==> config.mk <==
export PLATFORM = sky130hd
export DESIGN_NAME = aib_io_bank_seq
export DESIGN_NICKNAME = d
export VERILOG_FILES = /design/src/rtl/aib_io_bank_seq.sv
export SDC_FILE = /design/constraint.sdc
export NUM_CORES = 2
export LEC_CHECK = 0
export ABC_CLOCK_PERIOD_IN_PS = 5300
export BUFFER_PORTS_ARGS = -buffer_cell sky130_fd_sc_hd__buf_2
export CAP_MARGIN = 5
export CELL_PAD_IN_SITES_DETAIL_PLACEMENT = 1
export CELL_PAD_IN_SITES_GLOBAL_PLACEMENT = 2
export CORE_MARGIN = 5
export CORE_UTILIZATION = 38
export CTS_CLUSTER_DIAMETER = 100
export DETAILED_ROUTE_END_ITERATION = 10
export PLACE_DENSITY = 0.83
export SYNTH_ARGS = -nofsm -noshare
export SYNTH_HDL_FRONTEND = slang
export SYNTH_SLANG_ARGS = --single-unit
==> constraint.sdc <==
create_clock -name i_clk -period 5.3 [get_ports i_clk]
set_input_delay 0 -clock i_clk [delete_from_list [all_inputs] [get_ports i_clk]]
set_output_delay 0 -clock i_clk [all_outputs]
set_load 0.05 [all_outputs]
==> src/rtl/aib_io_bank_seq.sv <==
// Shadowed per-IO config for an AIB IO bank, committed in GroupSize slices StepCycles apart.
// Optional `AIB_IO_DRV_RAMP_EN: drive strength walks one code per step instead of jumping.
module aib_io_bank_seq #(
  parameter int unsigned NumIo      = 96,
  parameter int unsigned GroupSize  = 16,
  parameter int unsigned StepCycles = 4,
  localparam int unsigned IdxW = (NumIo > 1) ? $clog2(NumIo) : 1
) (
  input  logic                      i_clk,
  input  logic                      i_rst,
  input  logic                      i_cfg_wr_en,
  input  logic [IdxW-1:0]           i_cfg_wr_idx,
  input  logic                      i_cfg_tx_en,
  input  logic                      i_cfg_ddr_mode,
  input  logic                      i_cfg_async_mode,
  input  logic [3:0]                i_cfg_drv_str,
  input  logic                      i_cfg_pull_up,
  input  logic                      i_cfg_pull_down,
  input  logic                      i_commit_req,
  output logic                      o_busy,
  output logic                      o_commit_ack,
  output logic                      o_cfg_err,
  output logic [NumIo-1:0]          c_io_tx_en,
  output logic [NumIo-1:0]          c_io_ddr_mode,
  output logic [NumIo-1:0]          c_io_async_mode,
  output logic [NumIo-1:0]          c_drv_pull_up,
  output logic [NumIo-1:0]          c_drv_pull_down,
  output logic [NumIo-1:0][3:0]     c_drv_strength
);

  localparam int unsigned NumGroups = (NumIo + GroupSize - 1) / GroupSize;
  localparam int unsigned GrpW      = (NumGroups > 1) ? $clog2(NumGroups) : 1;
  localparam int unsigned StepW     = (StepCycles > 1) ? $clog2(StepCycles) : 1;
  localparam logic [GrpW-1:0]  LastGrp  = GrpW'(NumGroups - 1);
  localparam logic [StepW-1:0] WaitLast = StepW'((StepCycles > 1) ? StepCycles - 2 : 0);

  typedef struct packed {
    logic       tx_en;
    logic       ddr_mode;
    logic       async_mode;
    logic [3:0] drv_str;
    logic       pull_up;
    logic       pull_down;
  } io_cfg_t;

  typedef enum logic [1:0] {S_IDLE, S_APPLY, S_WAIT, S_DONE} state_e;

  state_e                state_q, state_d;
  logic [GrpW-1:0]       grp_q, grp_d;
  logic [StepW-1:0]      step_q, step_d;
  logic                  settled_q, settled_d;
  logic                  busy_q, busy_d, ack_q, ack_d, err_q, err_d;
  io_cfg_t [NumIo-1:0]   shadow_q, shadow_d, act_q, act_d;
  io_cfg_t               wr_cfg;
  logic                  wr_ok, grp_settled, step_end, step_settled;

`ifdef AIB_IO_DRV_RAMP_EN
  function automatic logic [3:0] drv_step(input logic [3:0] cur, input logic [3:0] tgt);
    if (cur < tgt) return cur + 4'd1;
    if (cur > tgt) return cur - 4'd1;
    return cur;
  endfunction
`endif

  assign wr_cfg = {i_cfg_tx_en, i_cfg_ddr_mode, i_cfg_async_mode, i_cfg_drv_str,
                   i_cfg_pull_up, i_cfg_pull_down};
  assign wr_ok  = i_cfg_wr_en && (state_q == S_IDLE) && (32'(i_cfg_wr_idx) < NumIo);

  // Shadow writes and per-group apply; grp_settled reflects the post-apply values.
  always_comb begin
    shadow_d    = shadow_q;
    act_d       = act_q;
    grp_settled = 1'b1;
    for (int unsigned i = 0; i < NumIo; i++) begin
      if (wr_ok && (i_cfg_wr_idx == IdxW'(i))) shadow_d[i] = wr_cfg;
      if ((state_q == S_APPLY) && (grp_q == GrpW'(i / GroupSize))) begin
        act_d[i] = shadow_q[i];
`ifdef AIB_IO_DRV_RAMP_EN
        act_d[i].drv_str = drv_step(act_q[i].drv_str, shadow_q[i].drv_str);
        if (act_d[i].drv_str != shadow_q[i].drv_str) grp_settled = 1'b0;
`endif
      end
    end
  end

  always_comb begin
    state_d      = state_q;
    grp_d        = grp_q;
    step_d       = step_q;
    settled_d    = settled_q;
    // With StepCycles==1 there is no WAIT; the step ends in APPLY itself.
    step_end     = ((state_q == S_APPLY) && (StepCycles == 1)) ||
                   ((state_q == S_WAIT) && (step_q == WaitLast));
    step_settled = (state_q == S_APPLY) ? grp_settled : settled_q;
    unique case (state_q)
      S_IDLE: begin
        if (i_commit_req) begin
          state_d = S_APPLY;
          grp_d   = '0;
        end
      end
      S_APPLY: begin
        settled_d = grp_settled;
        step_d    = '0;
        if (StepCycles > 1) state_d = S_WAIT;
      end
      S_WAIT:  step_d  = step_q + 1'b1;
      S_DONE:  state_d = S_IDLE;
      default: state_d = S_IDLE;
    endcase
    if (step_end) begin
      if (!step_settled) begin
        state_d = S_APPLY;
      end else if (grp_q == LastGrp) begin
        state_d = S_DONE;
      end else begin
        state_d = S_APPLY;
        grp_d   = grp_q + 1'b1;
      end
    end
    busy_d = (state_q != S_IDLE);
    ack_d  = (state_q == S_DONE);
    err_d  = i_cfg_wr_en && !wr_ok;
  end

  always_ff @(posedge i_clk) begin
    if (i_rst) begin
      state_q   <= S_IDLE;
      grp_q     <= '0;
      step_q    <= '0;
      settled_q <= 1'b0;
      busy_q    <= 1'b0;
      ack_q     <= 1'b0;
      err_q     <= 1'b0;
      shadow_q  <= '0;
      act_q     <= '0;
    end else begin
      state_q   <= state_d;
      grp_q     <= grp_d;
      step_q    <= step_d;
      settled_q <= settled_d;
      busy_q    <= busy_d;
      ack_q     <= ack_d;
      err_q     <= err_d;
      shadow_q  <= shadow_d;
      act_q     <= act_d;
    end
  end

  assign o_busy       = busy_q;
  assign o_commit_ack = ack_q;
  assign o_cfg_err    = err_q;

  always_comb begin
    c_io_tx_en      = '0;
    c_io_ddr_mode   = '0;
    c_io_async_mode = '0;
    c_drv_pull_up   = '0;
    c_drv_pull_down = '0;
    c_drv_strength  = '0;
    for (int unsigned i = 0; i < NumIo; i++) begin
      c_io_tx_en[i]      = act_q[i].tx_en;
      c_io_ddr_mode[i]   = act_q[i].ddr_mode;
      c_io_async_mode[i] = act_q[i].async_mode;
      c_drv_pull_up[i]   = act_q[i].pull_up;
      c_drv_pull_down[i] = act_q[i].pull_down;
      c_drv_strength[i]  = act_q[i].drv_str;
    end
  end

endmodule

Yosys cells after proc, flatten, opt, wreduce, memory -nomap -nowiden
Index checks and enable logic that the tools add are counted.
{"block": "totals", "word_cells": 1393, "ff_bits": 1739}
{"block": "classes", "order_cmp": 1, "addsub": 2, "n_mux": 12, "n_eq_ne": 105, "reduce_logical": 114}
{"cell": "$eq 7x6->1 const B", "n": 32}
{"cell": "$eq 7x7->1 const B", "n": 32}
{"cell": "$eq 7x5->1 const B", "n": 16}
{"cell": "$logic_and 1x1->1", "n": 106}
{"cell": "$eq 7x4->1 const B", "n": 8}
{"cell": "$eq 7x3->1 const B", "n": 4}
{"cell": "$mux 3", "n": 5}
{"cell": "$eq 7x2->1 const B", "n": 2}
{"cell": "$mux 2", "n": 4}
{"cell": "$eq 7x1->1 const B", "n": 1}
{"cell": "$logic_not 7->1", "n": 1}
{"cell": "$lt 7x7->1 const B", "n": 1}
{"cell": "$eq 2x2->1 const B", "n": 3}
{"cell": "$eq 3x2->1 const B", "n": 2}
{"cell": "$eq 3x3->1 const B", "n": 2}
{"cell": "$pmux 2 s3", "n": 1}
{"cell": "$pmux 2 s2", "n": 1}
{"cell": "$reduce_bool 2->1", "n": 2}
{"cell": "$reduce_bool 4->1", "n": 1}
{"cell": "$add 3x1->3 const B", "n": 1}
{"cell": "$eq 3x1->1 const B", "n": 1}
{"cell": "$logic_not 3->1", "n": 1}
{"cell": "$ne 3x3->1 const B", "n": 1}
{"cell": "$add 2x1->2 const B", "n": 1}
{"cell": "other kinds (5)", "n": 5}

Logic depth before layout (Yosys ltp)
{"block": "depth", "word_depth": 5, "mapped_depth": 9, "mapped_depth_nobuf": 5}

Worst setup path before layout
Ideal clock, no wire load.
{"block": "synth_timing", "path_type": "register to register", "start": "register state_q[1]", "end": "register act_q, in the netlist c_drv_pull_down[86]", "setup_time_ps": 70, "period_less_slack_ps": 1782, "t_arrival_ps": 1712, "setup_slack_ps": 3518, "t_required_ps": 5230, "path_stages_with_launch": 9, "path_cell_list": "dfxtp_1 -> inv_1 -> ha_1 -> buf_2 -> nand3_1 -> buf_2 -> buf_1 -> nand2_1 -> a21oi_1"}
{"block": "synth_via", "elab_chain_cells": 2}
{"element": "from (decl)", "line": "48", "rtl": "state_e state_q, state_d;"}
{"element": "from (signal assigned)", "line": "138", "rtl": "state_q <= state_d;"}
{"element": "$eq 2x1->1", "line": "76", "rtl": "if ((state_q == S_APPLY) && (grp_q == GrpW'(i / GroupSize))) begin"}
{"element": "$logic_and 1x1->1", "line": "76"}
{"element": "to (signal assigned)", "line": "146", "rtl": "act_q <= act_d;"}
{"element": "to (decl)", "line": "53", "rtl": "io_cfg_t [NumIo-1:0] shadow_q, shadow_d, act_q, act_d;"}
Every way passes these cells.
A chain may end at the register's enable or synchronous reset.

Final worst setup path
{"block": "layout_timing", "start": "register state_q[0]", "end": "register shadow_q[859] (netlist name)"}
{"block": "layout_via", "elab_chain_cells": 4}
{"element": "$logic_not 2->1", "line": "67", "rtl": "assign wr_ok = i_cfg_wr_en && (state_q == S_IDLE) && (32'(i_cfg_wr_idx) < NumIo);"}
{"element": "$logic_and 1x1->1 (2 in series)", "line": "67"}
{"element": "$logic_and 1x1->1", "line": "75", "rtl": "if (wr_ok && (i_cfg_wr_idx == IdxW'(i))) shadow_d[i] = wr_cfg;"}
{"element": "to (signal assigned)", "line": "145", "rtl": "shadow_q <= shadow_d;"}
{"element": "to (decl)", "line": "53"}
Every way passes these cells.

==> flow_metrics.tcl <==
set metrics [dict create \
    wl_met2_um 112000 \
    max_stage_delay_ps 920 \
    post-route-drc-count 0 \
    gp_congestion 0.787 \
    cts_resized 0 \
    routed_wl_um 226000 \
    drtIter0Drc 3021 \
    ctsHtreeMaxLevel 4 \
    yosysTopAreaCell "dfxtp_1" \
    synth.cell_area_sq_mm 0.0636 \
    drtAntennaViolNets 0 \
    rsz0062_at_grt "no" \
    startpoint "state_q[0]$_SDFFE_PP0P_" \
    grt_pass1_wl_um 328000 \
    synth_edf_count 0 \
    setup_violations 0 \
    die_w_um 419 \
    drive_above_1_share 0.169 \
    synth_area_leaders "dfxtp_1 (55%), mux2i_1 (14%), nand2_1 (10%)" \
    critPathLaunchType "register" \
    tritoncts "yes" \
    worstMarginPinSlew_ps 1360 \
    m1WireLength_um 94000 \
    ys_top_cells_by_count "dfxtp_1 (1739), nand2_1 (1733), nand2b_1 (876)" \
    synth_top_flop_cell "dfxtp_1" \
    period_minus_slack_ps 3040 \
    fillers 19100 \
    cp.depth 5 \
    design.core.area_sq_mm 0.167 \
    cp_top_family "simple AND/OR/NAND/NOR gates" \
    holdCritStartpoint "i_cfg_drv_str[0]" \
    synth_warnings 0 \
    maxCapViolations 0 \
    nets 7426 \
    syn_area_per_cell_sq_um 9.26 \
    slowest_stage "and4b_2" \
    path_buf_inv 1 \
    r2r-start "state_q[0]$_SDFFE_PP0P_" \
    clock_skew_ps 48.6 \
    start_util 0.381 \
    p_leak_nw 34.1 \
    num_vias 49500 \
    end_kind "register" \
    drt-pass1-iter-count 5 \
    clk_latency_ps 820 \
    ys_ff_latch 1739 \
    viasPerCell 5.08 \
    finalHoldViolations 0 \
    routedWlPerCell_um 23.1 \
    numPortBuffers 886 \
    status "finished, final reports clean" \
    rows 150 \
    synth_async_sr_flop_share 0 \
    syn_inst 6866 \
    drv_slew 0 \
    area_delta_synth_final_pct 18.7 \
    clkSlewWorstSetupHoldPaths_ps 60 \
    wl_met3_um 8390 \
    synth.most_common_cell "dfxtp_1" \
    p_per_area_mw_per_mm2 362 \
    die_area_sq_mm 0.176 \
    ioPinCount 887 \
    clockBufferDepth 3 \
    regArea_sq_mm 0.0348 \
    yosysSeqAreaShare 0.548 \
    antenna_found_initial 18 \
    ys_types 35 \
    crit_required_ps 6020 \
    routed.top_layer "met4" \
    grt_pass1_vias 50200 \
    overflow 0 \
    peakVddDrop_mv 0.319 \
    hold_path_class "in -> reg" \
    worstHoldPathCells 3 \
    grt_max_degree 248 \
    utilization 0.452 \
    place_hpwl_um 141000 \
    fmax_mhz 329 \
    path_class "reg -> reg" \
    fin_tns_setup_ps 0 \
    crit_fanout 33 \
    grt.total_usage 0.246 \
    cts.sinks 1739 \
    cp.arrival_ps 3750 \
    reg2regPathDepth 5 \
    cts_root_buf "clkbuf_16" \
    multi_input_area_sq_mm 0.0263 \
    post-route-period-util 0.573 \
    slew_headroom 0.0936 \
    cts_buffers 186 \
    synth_nets 6897 \
    die_h_um 419 \
    cp_cell_sequence "inv_1 -> ha_1 -> and4b_2 -> nand3_1 -> mux2i_1" \
    synth_top_area_share 0.548 \
]
-- flip-flops by register name (all words and copies together), names as in the netlist --
signal           flops
shadow_q           864
c_drv_strength     384
c_drv_pull_down     96
c_drv_pull_up       96
c_io_async_mode     96
c_io_ddr_mode       96
c_io_tx_en          96
grp_q                3
state_q              2
step_q               2
o_busy               1
o_cfg_err            1
o_commit_ack         1
settled_q            1
-- final cells by class --
| cell class | instances | share of cell area |
|---|---|---|
| timing repair buffer | 952 | 0.0694 |
| inverter | 6 | 0.000298 |
| antenna | 7 | 0.000232 |
| sequential | 1739 | 0.461 |
| multi-input combinational | 4510 | 0.349 |
| tap | 2204 | 0.0365 |
| clock inverter | 67 | 0.0114 |
| clock buffer | 275 | 0.0723 |
-- layer usage --
layer / global-route usage / vias up
met5: 0 / -
met4: 0.112 / 0
met3: 0.0336 / 362
met2: 0.434 / 1039
met1: 0.298 / 24800
li1: - / 23300
-- placed cells by master (no fill, tap or decap), types with 11 or more instances in the layout --
master,count
buf_4,35
nand3_1,82
clkbuf_8,45
buf_12,22
dfxtp_1,1739
a21oi_1,870
ha_1,11
clkbuf_16,187
nand2_1,1732
nand3b_1,20
buf_2,885
bufinv_16,12
clkinv_2,36
nand2b_1,867
clkbuf_1,43
mux2i_1,864
-- logic make-up (layout without fill, tap and decap cells) --
logic type,Yosys count,after routing,share of synthesized area
muxes,864,864,0.136
other,0,7,0
AOI/OAI and AO/OA,880,880,0.0697
adders and majority gates,11,11,0.00216
buffers and inverters,617,1300,0.0408
and+or+nand+nor,2755,2755,0.204
DFF,1739,1739,0.548
-- worst reg2reg max path, stage by stage, from the launching register on --
cell and delay [ps]:
dfxtp_1 340, inv_1 120, ha_1 280, and4b_2 920, nand3_1 870, mux2i_1 420
-- where the power goes --
| part | internal [W] | leakage, nW | switching [W] | total, W |
|---|---|---|---|---|
| clock network | 0.00775 | 3.12 | 0.00560 | 0.0134 |
| registers | 0.0131 | 14.0 | 0.0000110 | 0.0131 |
| logic | 0.000211 | 17.0 | 0.000659 | 0.000870 |
| total | 0.0211 | 34.1 | 0.00627 | 0.0273 |
-- metrics by stage --
stage | cell area (sq um) | worst slack [ps] | power [W] | hold WS, ps | std cells
2_1_floorplan | 63600 | 3520 | 0.0139 | 130 | 6866
3_3_place_gp | 69100 | 2120 | 0.0143 | 271 | 9402
3_5_place_dp | 69100 | 2060 | 0.0143 | 275 | 9402
4_1_cts | 75500 | 2190 | 0.0276 | 10.2 | 9753
5_1_grt | 75500 | 2090 | 0.0282 | 17.5 | 9756
6_report | 75500 | 2260 | 0.0273 | 46.6 | 9760
-- timing repair --
action | CTS | global route
hold buffers | 9 | 0
buffers inserted | 0 | 0
endpoints found under the hold margin | 270 | 0
-- final timing paths --
kind | end | slack, ps
worst max register to register | shadow_q[859]$_SDFFE_PP0P_ | 2260
worst max-delay path | shadow_q[859]$_SDFFE_PP0P_ | 2260
worst min-delay path | shadow_q[416]$_SDFFE_PP0P_ | 50
worst min register to register | c_drv_pull_down[84]$_SDFFE_PP0P_ | 420
(Power assumes the default switching activity.)
